===== src/rtl/slug_uart.sv =====
// ---------------------------------------------------------------------------
// slug_uart
//   Serial I/O bridge between the slug CPU port registers and an 8N1 UART.
//   All CPU handshakes are level toggles, so the CPU may poll with any
//   latency. The bit time is fixed at CLK_DIV clock cycles.
//
// Parameters:
//   CLK_DIV  clock cycles per serial bit (4..65535)
//   CNT_W    width of the baud counters (CLK_DIV < 2**CNT_W)
//
// Ports:
//   clk       system clock, shared with the CPU
//   rst       asynchronous active-low reset
//   port_out  CPU output port: [7:0] TX byte, [8] tx_req toggle,
//             [9] rx_ack toggle, [31:10] ignored
//   port_in   CPU input port: [7:0] RX byte, [8] tx_ack toggle,
//             [9] rx_rdy toggle, [10] overrun, [11] frame error, rest 0
//   uart_rx   serial line in, asynchronous to clk
//   uart_tx   serial line out, idle high
//
// Build option:
//   SLUG_UART_RX_FIFO_EN  when defined, the single RX holding register is
//                         replaced by a 4-entry FIFO.
// ---------------------------------------------------------------------------
module slug_uart #(
    parameter int CLK_DIV = 16,
    parameter int CNT_W   = 16
) (
    input  logic        clk,
    input  logic        rst,
    input  logic [31:0] port_out,
    output logic [31:0] port_in,
    input  logic        uart_rx,
    output logic        uart_tx
);

    localparam logic [CNT_W-1:0] BIT_LAST  = CNT_W'(CLK_DIV - 1);
    localparam logic [CNT_W-1:0] HALF_LAST = CNT_W'(CLK_DIV / 2 - 1);
    localparam logic [CNT_W-1:0] CNT_ONE   = CNT_W'(1);

    typedef enum logic [1:0] {
        IDLE,
        START,
        DATA,
        STOP
    } uart_state_t;

    // ------------------------------------------------------------------
    // Transmitter
    // ------------------------------------------------------------------
    uart_state_t      tx_state, tx_state_next;
    logic [CNT_W-1:0] tx_cnt, tx_cnt_next;
    logic [2:0]       tx_bit, tx_bit_next;
    logic [7:0]       tx_shift, tx_shift_next;
    logic             tx_ack, tx_ack_next;
    logic             tx_line_next;
    logic             tx_bit_end;

    assign tx_bit_end = (tx_cnt == BIT_LAST);

    // uart_tx is registered so the line never glitches; it is computed from
    // the next state so the start bit still falls one cycle after the request.
    always_ff @(posedge clk or negedge rst) begin
        if (!rst) begin
            tx_state <= IDLE;
            tx_cnt   <= '0;
            tx_bit   <= '0;
            tx_shift <= '0;
            tx_ack   <= 1'b0;
            uart_tx  <= 1'b1;
        end else begin
            tx_state <= tx_state_next;
            tx_cnt   <= tx_cnt_next;
            tx_bit   <= tx_bit_next;
            tx_shift <= tx_shift_next;
            tx_ack   <= tx_ack_next;
            uart_tx  <= tx_line_next;
        end
    end

    always_comb begin
        tx_state_next = tx_state;
        tx_cnt_next   = tx_cnt;
        tx_bit_next   = tx_bit;
        tx_shift_next = tx_shift;
        tx_ack_next   = tx_ack;
        tx_line_next  = 1'b1;
        case (tx_state)
            IDLE: begin
                if (port_out[8] != tx_ack) begin
                    tx_shift_next = port_out[7:0];
                    tx_cnt_next   = '0;
                    tx_state_next = START;
                end
            end
            START: begin
                if (tx_bit_end) begin
                    tx_cnt_next   = '0;
                    tx_bit_next   = '0;
                    tx_state_next = DATA;
                end else begin
                    tx_cnt_next = tx_cnt + CNT_ONE;
                end
            end
            DATA: begin
                if (tx_bit_end) begin
                    tx_cnt_next   = '0;
                    tx_shift_next = {1'b0, tx_shift[7:1]};
                    tx_bit_next   = tx_bit + 3'd1;
                    if (tx_bit == 3'd7) begin
                        tx_state_next = STOP;
                    end
                end else begin
                    tx_cnt_next = tx_cnt + CNT_ONE;
                end
            end
            STOP: begin
                if (tx_bit_end) begin
                    tx_cnt_next   = '0;
                    tx_ack_next   = ~tx_ack;
                    tx_state_next = IDLE;
                end else begin
                    tx_cnt_next = tx_cnt + CNT_ONE;
                end
            end
            default: tx_state_next = IDLE;
        endcase
        case (tx_state_next)
            START:   tx_line_next = 1'b0;
            DATA:    tx_line_next = tx_shift_next[0];
            default: tx_line_next = 1'b1;
        endcase
    end

    // ------------------------------------------------------------------
    // Receiver
    // ------------------------------------------------------------------
    logic             rx_meta, rx_sync, rx_prev;
    uart_state_t      rx_state, rx_state_next;
    logic [CNT_W-1:0] rx_cnt, rx_cnt_next;
    logic [2:0]       rx_bit, rx_bit_next;
    logic [7:0]       rx_shift, rx_shift_next;
    logic             rx_done_ok, rx_done_bad;

    // Two-flop synchroniser plus one delayed copy for falling-edge detection;
    // all reset high so reset release never looks like a start bit.
    always_ff @(posedge clk or negedge rst) begin
        if (!rst) begin
            rx_meta  <= 1'b1;
            rx_sync  <= 1'b1;
            rx_prev  <= 1'b1;
            rx_state <= IDLE;
            rx_cnt   <= '0;
            rx_bit   <= '0;
            rx_shift <= '0;
        end else begin
            rx_meta  <= uart_rx;
            rx_sync  <= rx_meta;
            rx_prev  <= rx_sync;
            rx_state <= rx_state_next;
            rx_cnt   <= rx_cnt_next;
            rx_bit   <= rx_bit_next;
            rx_shift <= rx_shift_next;
        end
    end

    // The start bit is rechecked half a bit after the falling edge so that
    // short glitches are rejected and later samples land mid-bit.
    always_comb begin
        rx_state_next = rx_state;
        rx_cnt_next   = rx_cnt;
        rx_bit_next   = rx_bit;
        rx_shift_next = rx_shift;
        rx_done_ok    = 1'b0;
        rx_done_bad   = 1'b0;
        case (rx_state)
            IDLE: begin
                if (rx_prev && !rx_sync) begin
                    rx_cnt_next   = '0;
                    rx_state_next = START;
                end
            end
            START: begin
                if (rx_cnt == HALF_LAST) begin
                    rx_cnt_next = '0;
                    rx_bit_next = '0;
                    rx_state_next = rx_sync ? IDLE : DATA;
                end else begin
                    rx_cnt_next = rx_cnt + CNT_ONE;
                end
            end
            DATA: begin
                if (rx_cnt == BIT_LAST) begin
                    rx_cnt_next   = '0;
                    rx_shift_next = {rx_sync, rx_shift[7:1]};
                    rx_bit_next   = rx_bit + 3'd1;
                    if (rx_bit == 3'd7) begin
                        rx_state_next = STOP;
                    end
                end else begin
                    rx_cnt_next = rx_cnt + CNT_ONE;
                end
            end
            STOP: begin
                if (rx_cnt == BIT_LAST) begin
                    rx_cnt_next   = '0;
                    rx_state_next = IDLE;
                    rx_done_ok    = rx_sync;
                    rx_done_bad   = !rx_sync;
                end else begin
                    rx_cnt_next = rx_cnt + CNT_ONE;
                end
            end
            default: rx_state_next = IDLE;
        endcase
    end

    // ------------------------------------------------------------------
    // RX hand-off to the CPU
    // ------------------------------------------------------------------
    logic       ack_q;
    logic       ack_event;
    logic       rx_drop;
    logic       rx_rdy;
    logic [7:0] rx_head;
    logic       overrun, frame_err;

    assign ack_event = (port_out[9] != ack_q);

    // Any ack toggle clears the sticky error flags; a new error in the same
    // cycle wins so it is never lost.
    always_ff @(posedge clk or negedge rst) begin
        if (!rst) begin
            ack_q     <= 1'b0;
            overrun   <= 1'b0;
            frame_err <= 1'b0;
        end else begin
            ack_q <= port_out[9];
            if (rx_drop) begin
                overrun <= 1'b1;
            end else if (ack_event) begin
                overrun <= 1'b0;
            end
            if (rx_done_bad) begin
                frame_err <= 1'b1;
            end else if (ack_event) begin
                frame_err <= 1'b0;
            end
        end
    end

`ifdef SLUG_UART_RX_FIFO_EN
    logic [7:0] fifo_mem [4];
    logic [1:0] rd_ptr, wr_ptr;
    logic [2:0] fifo_count;
    logic [2:0] count_after_pop;
    logic       head_shown;
    logic       fifo_pop, fifo_push;

    assign fifo_pop        = ack_event && head_shown;
    assign count_after_pop = fifo_count - {2'b00, fifo_pop};
    assign fifo_push       = rx_done_ok && (count_after_pop != 3'd4);
    assign rx_drop         = rx_done_ok && (count_after_pop == 3'd4);
    assign rx_head         = fifo_mem[rd_ptr];

    // head_shown marks that rx_rdy has already been toggled for the current
    // head. After a pop the next head is announced one cycle later; an empty
    // FIFO announces a new byte in the same cycle it is written.
    always_ff @(posedge clk or negedge rst) begin
        if (!rst) begin
            for (int i = 0; i < 4; i++) begin
                fifo_mem[i] <= '0;
            end
            rd_ptr     <= '0;
            wr_ptr     <= '0;
            fifo_count <= '0;
            head_shown <= 1'b0;
            rx_rdy     <= 1'b0;
        end else begin
            if (fifo_push) begin
                fifo_mem[wr_ptr] <= rx_shift;
                wr_ptr           <= wr_ptr + 2'd1;
            end
            if (fifo_pop) begin
                rd_ptr <= rd_ptr + 2'd1;
            end
            fifo_count <= count_after_pop + {2'b00, fifo_push};
            if (fifo_pop) begin
                head_shown <= 1'b0;
            end else if (!head_shown && (fifo_count != 3'd0 || fifo_push)) begin
                head_shown <= 1'b1;
                rx_rdy     <= ~rx_rdy;
            end
        end
    end
`else
    logic rx_full;
    logic rx_load;

    // Occupancy is tracked internally so a stray ack on an empty buffer only
    // clears flags. An ack in the delivery cycle frees the slot first.
    assign rx_load = rx_done_ok && (!rx_full || ack_event);
    assign rx_drop = rx_done_ok && rx_full && !ack_event;

    always_ff @(posedge clk or negedge rst) begin
        if (!rst) begin
            rx_full <= 1'b0;
            rx_rdy  <= 1'b0;
            rx_head <= '0;
        end else begin
            if (rx_load) begin
                rx_head <= rx_shift;
                rx_rdy  <= ~rx_rdy;
                rx_full <= 1'b1;
            end else if (ack_event) begin
                rx_full <= 1'b0;
            end
        end
    end
`endif

    logic unused_port_bits;
    assign unused_port_bits = &{1'b0, port_out[31:10]};

    assign port_in = {20'd0, frame_err, overrun, rx_rdy, tx_ack, rx_head};

endmodule

===== config.mk =====
export PLATFORM = sky130hd
export DESIGN_NAME = slug_uart
export DESIGN_NICKNAME = d
export VERILOG_FILES = /design/src/rtl/slug_uart.sv
export SDC_FILE = /design/constraint.sdc
export NUM_CORES = 1
export LEC_CHECK = 0
export ABC_AREA = 1
export CAP_MARGIN = 30
export CORE_ASPECT_RATIO = 0.75
export CORE_UTILIZATION = 50
export CTS_CLUSTER_SIZE = 14
export DETAILED_ROUTE_END_ITERATION = 8
export GPL_ROUTABILITY_DRIVEN = 0
export PLACE_DENSITY = 0.76
export SLEW_MARGIN = 20
export SYNTH_ARGS = -nofsm -noshare
export SYNTH_HDL_FRONTEND = slang
export SYNTH_SLANG_ARGS = --single-unit

===== constraint.sdc =====
create_clock -name clk -period 2 [get_ports clk]
set_clock_uncertainty 0.15 [all_clocks]
set_input_delay 0.4 -clock clk [delete_from_list [all_inputs] [get_ports clk]]
set_output_delay 0.4 -clock clk [all_outputs]
set_load 0.005 [all_outputs]

======== Word-level counts from Yosys, hierarchy flattened ========
Index checks and enable logic that the tools add are counted.
operators by class
  reduce and logical (&&, ||, !) cells .... 24
  equality and inequality tests ........... 23
  multiply operators ...................... 0
  $add $sub $neg .......................... 4
  bitwise logic cells ..................... 2
  shift-type cells ........................ 0
  $lt $le $gt $ge ......................... 0
  muxes and demuxes ....................... 38
  div/mod/pow operators ................... 0
operators by type and width
  operator               count
  $mux 16                5
  $pmux 16 s3            1
  $add 16x1->16 const B  2
  $eq 16x4->1 const B    2
  $pmux 16 s2            1
  $mux 2                 11
  $eq 16x3->1 const B    1
  $mux 8                 2
  $ne 2x2->1 const B     8
  $pmux 2 s4             2
  $pmux 8 s2             1
  $mux 3                 4
  $pmux 3 s2             2
  $reduce_bool 2->1      6
  $eq 2x2->1 const B     5
  $reduce_and 3->1       3
  $mux 1                 8
  $add 3x1->3 const B    2
  $eq 2x1->1 const B     3
  $eq 3x3->1 const B     2
  $reduce_and 5->1       1
  $logic_and 1x1->1      4
  $logic_not 2->1        2
  $reduce_and 2->1       2
  other kinds (7)        11
word-level totals
  latch bits .............................. 0
  memory bits (writable) .................. 0
  memories ................................ 0
  word-level logic and storage cells ...... 111
  input bits .............................. 35
  register bits after elaboration ......... 76
  memory bits (read-only) ................. 0
  output and inout bits ................... 33

======== Depth between registers and ports, before layout ========
  word-level depth ........................ 6
  mapped depth ............................ 11
  gate-level depth less buffers ........... 10

======== Least setup slack after synthesis ========
Ideal clock, no wire load.
  path type ............................... flip-flop to flip-flop
  start ................................... reg rx_cnt[0]
  end ..................................... reg rx_head[6]
  path buffers ............................ 1
  library setup time ...................... 0.117 ns
  path slack .............................. 0.301 ns
  data arrival time ....................... 1.432 ns
  cell stages (with the launch flop) ...... 10
  cell sequence ........................... dfrtp_1 > ha_1 > nand3_1 > nor2_2 > nand2_4 > nor3_4 > nand2_4 > buf_6 > nand2_2 > o21ai_2
on the way
  longest elaborated chain between the ends .. 4
ends and longest elaborated chain
  element                   line  RTL
  start: declaration        140   logic [CNT_W-1:0] rx_cnt, rx_cnt_next;
  start signal: assignment  161   rx_cnt <= rx_cnt_next;
  $eq 16x4->1               205   if (rx_cnt == BIT_LAST) begin
  $mux 1                    205
  $mux 1                    176   case (rx_state)
  $logic_and 1x1->1         302   assign rx_load = rx_done_ok && (!rx_full || ack_event);
  end signal: assignment    312   rx_head <= rx_shift;
  end: declaration          225   logic [7:0] rx_head;
No other way between the ends.
A chain may end at the register's enable or synchronous reset.

======== Worst setup path in the final report ========
  start ................................... reg uart_tx
  end ..................................... out uart_tx
RTL lines
  element                   line  RTL
  start: declaration        34    output logic uart_tx
  start signal: assignment  77    uart_tx <= tx_line_next;
No word-level cell between the ends.

==> metrics.txt <==
synthesis-to-layout area growth 13.8%; GR peak layer met2; GRT met3 Usage 4.82%; Crit Path Class register to output port; Max Buffers Root-to-Sink 2; most frequent cell after synthesis nand2_1; residual DRC count 0; Reg power frac 46.8%; hold_ws 0.217 ns; CTS sink cnt 76; Worst Setup Start Kind register; average wire per cell in the routed design 11.9 µm; Slew Limit Fails 0; Tmin final 1.90 ns; Die ar. 8430 µm²; hpwl dp 5.64 mm; Psw 1.61 mW; Comb pwr share 24.6%; leakage power 2.26 nW; Bufs and invs on worst path 1; Fmax 0.527 GHz; Yosys cell types 36; TritonCTS clock tree yes; first-pass GRT wire length 13.7 mm; GR Util met1 27.1%; top cell type's share of synthesized area 44.7%; number of synthesized flops with an enable pin 0; Worst-path clk slew 0.08 ns; CP arrival 1.35 ns; most common flop cell mapped by yosys dfrtp_1; register area share after synthesis 47.3%; sw frac 35.0%; post-CTS setup buffer count 0; # fillers 666; vias in the first global route 3071; initial antenna violation count 0; Worst VDD drop 670 µV; routed wire length 7.76 mm; Top delay family on crit path flip-flops; total CTS buffers 9; Avg Synthesized Cell Area 7.93 µm²; Final Hold Viols 0; number of synthesis warnings 0; gr ovfl total 0; top cells by count, synth nand2_1, dfrtp_1, inv_1; worst stage delay on the critical path 0.52 ns; final cell count without fillers 652; crit-path max FO 1; critical-path cell list clkdlybuf4s50_1; FF-to-FF End tx_shift[6]; pin count of the biggest net entering global routing 41; total number of vias 3263; Final ANT Viol Nets 0; number of H-tree levels 3; layout cells sized above 1 12.2%; Clock Power Share 28.6%; ys async rst share 100%; flops & latches, synth 76; Setup crit end uart_tx; r2r setup slk 0.18 ns; P per Cell Area 1010 nW/µm²; setup violators final 0; layout net count 587; Post-Place Cells 635; Die X-Extent 106 µm; R2R depth 10; Setup crit start uart_tx; hold path depth 0; largest cells by area after synthesis dfrtp_1, nand2_1, inv_1; worst skew pair latency 0.35 ns; Antenna Cells 0; maxcap violations 0; Syn Inst Count 509; vias per cell 5.00; DIE HEIGHT 79.8 µm; Int Power 3.00 mW; Core ar. 7570 µm²; # rows 27; global-route usage over all layers 20.5%; Mapped Area 4030 µm²; number of buffers added on ports 25; starting density of the core 53.3%; Crit path depth 1; Top-Level Pins 68; 1st-pass router iterations 4; drt first-iter violations 131; CP Capture Type output port; outcome finished clean; Reg-to-Reg Start tx_cnt[0]; M2 GR Usage 33.9%; Synth area leader dfrtp_1; final core utilization 60.7%; period utilisation layout 95.0%; Critical Path RT 1.45 ns; slowest CP cell dfstp_2; worst hold path class register to register; root buf cell clkbuf_8
-- worst min-delay path by stage --
stage	to	slack [ns]	from
2_1_floorplan	asynchronous set/reset pin	-0.05	rst
3_3_place_gp	rx_sync	0.20	rx_meta
3_5_place_dp	rx_sync	0.20	rx_meta
4_1_cts	rx_sync	0.22	rx_meta
5_1_grt	rx_sync	0.22	rx_meta
6_report	rx_sync	0.22	rx_meta
-- final cells by class --
| type | count | area [µm²] | share of cell area, % |
|---|---|---|---|
| Sequential cell | 76 | 1910 | 41.5 |
| Multi-Input combinational cell | 359 | 1740 | 38.0 |
| Timing Repair Buffer | 38 | 360 | 7.85 |
| Inverter | 62 | 233 | 5.07 |
| Tap cell | 101 | 126 | 2.75 |
| Clock buffer | 9 | 124 | 2.70 |
| Clock inverter | 7 | 98.8 | 2.15 |
-- kinds of logic (layout without fill, tap and decap cells) --
logic type | count (synthesis) | after routing | share of synthesized area (%)
compound gates | 59 | 59 | 8.53
mux | 1 | 1 | 0.248
other cells | 1 | 20 | 0.0930
fa+ha+maj | 6 | 6 | 1.86
flops | 76 | 76 | 47.3
simple gates | 266 | 266 | 28.9
xor+xnor | 7 | 7 | 1.52
buf+inv | 93 | 116 | 11.5
-- what timing repair did --
item / CTS / global route
hold buffers: 1 / 0
hold endpoints to repair: 26 / 0
setup endpoints to repair: 0 / 6
gates resized for setup: 0 / 3
-- state kept, by name, indices dropped and copies added, names as in the netlist, 2 cells and up, named ones only --
| name | count |
|---|---|
| rx_shift | 8 |
| tx_bit | 3 |
| tx_state | 2 |
| tx_cnt | 16 |
| rx_cnt | 16 |
| rx_head | 8 |
| tx_shift | 8 |
| rx_bit | 3 |
-- layout by cell type, fill, tap and decap left out, types with 2 or more instances in the layout --
cell type and instances:
o22ai_1 3, o21ai_1 15, nand2_2 2, a31oi_1 2, bufinv_16 2, clkdlybuf4s50_1 24
nor2_2 6, o21ai_2 7, nor2_1 50, o21ai_0 20, nand4_1 9, o21bai_1 2
or2_2 2, nand2_4 2, dfstp_2 4, a21oi_1 6, dfrtp_1 72, and3_1 2
nand3_2 3, inv_6 2, nand2_1 142, inv_2 7, clkbuf_8 9, o31ai_1 2
nor3_1 6, nand3_1 38, ha_1 5, conb_1 20, inv_1 53, nor2_4 3
clkinv_1 2, xor2_1 7, buf_4 12
-- power by group through the flow --
stage | combinational (mW) | clock [mW] | sequential [mW]
after CTS | 1.13 | 1.36 | 2.15
after global routing | 1.33 | 1.41 | 2.22
after floorplan | 0.898 | 0 | 2.10
after global placement | 1.07 | 0 | 2.16
final | 1.14 | 1.32 | 2.16
after detailed placement | 1.13 | 0 | 2.17
-- stage by stage --
| stage | area (µm²) | total power, mW | setup TNS [ns] | setup slack, ns |
|---|---|---|---|---|
| 2_1_floorplan | 4110 | 2.99 | 0 | 0.301 |
| 5_1_grt | 4590 | 4.96 | -0.000595 | -0.000595 |
| 4_1_cts | 4580 | 4.64 | 0 | 0.0758 |
| 6_report | 4590 | 4.62 | 0 | 0.101 |
| 3_5_place_dp | 4350 | 3.30 | 0 | 0.0355 |
| 3_3_place_gp | 4350 | 3.23 | 0 | 0.0495 |
-- routing by layer --
| metal | wire length [µm] | part of all wire [%] |
|---|---|---|
| met4 | 63 | 0.81 |
| met2 | 3720 | 48 |
| met3 | 278 | 3.6 |
| met1 | 3700 | 48 |
| met5 | 0 | 0 |
No activity file was read; power rests on OpenSTA's default activity.
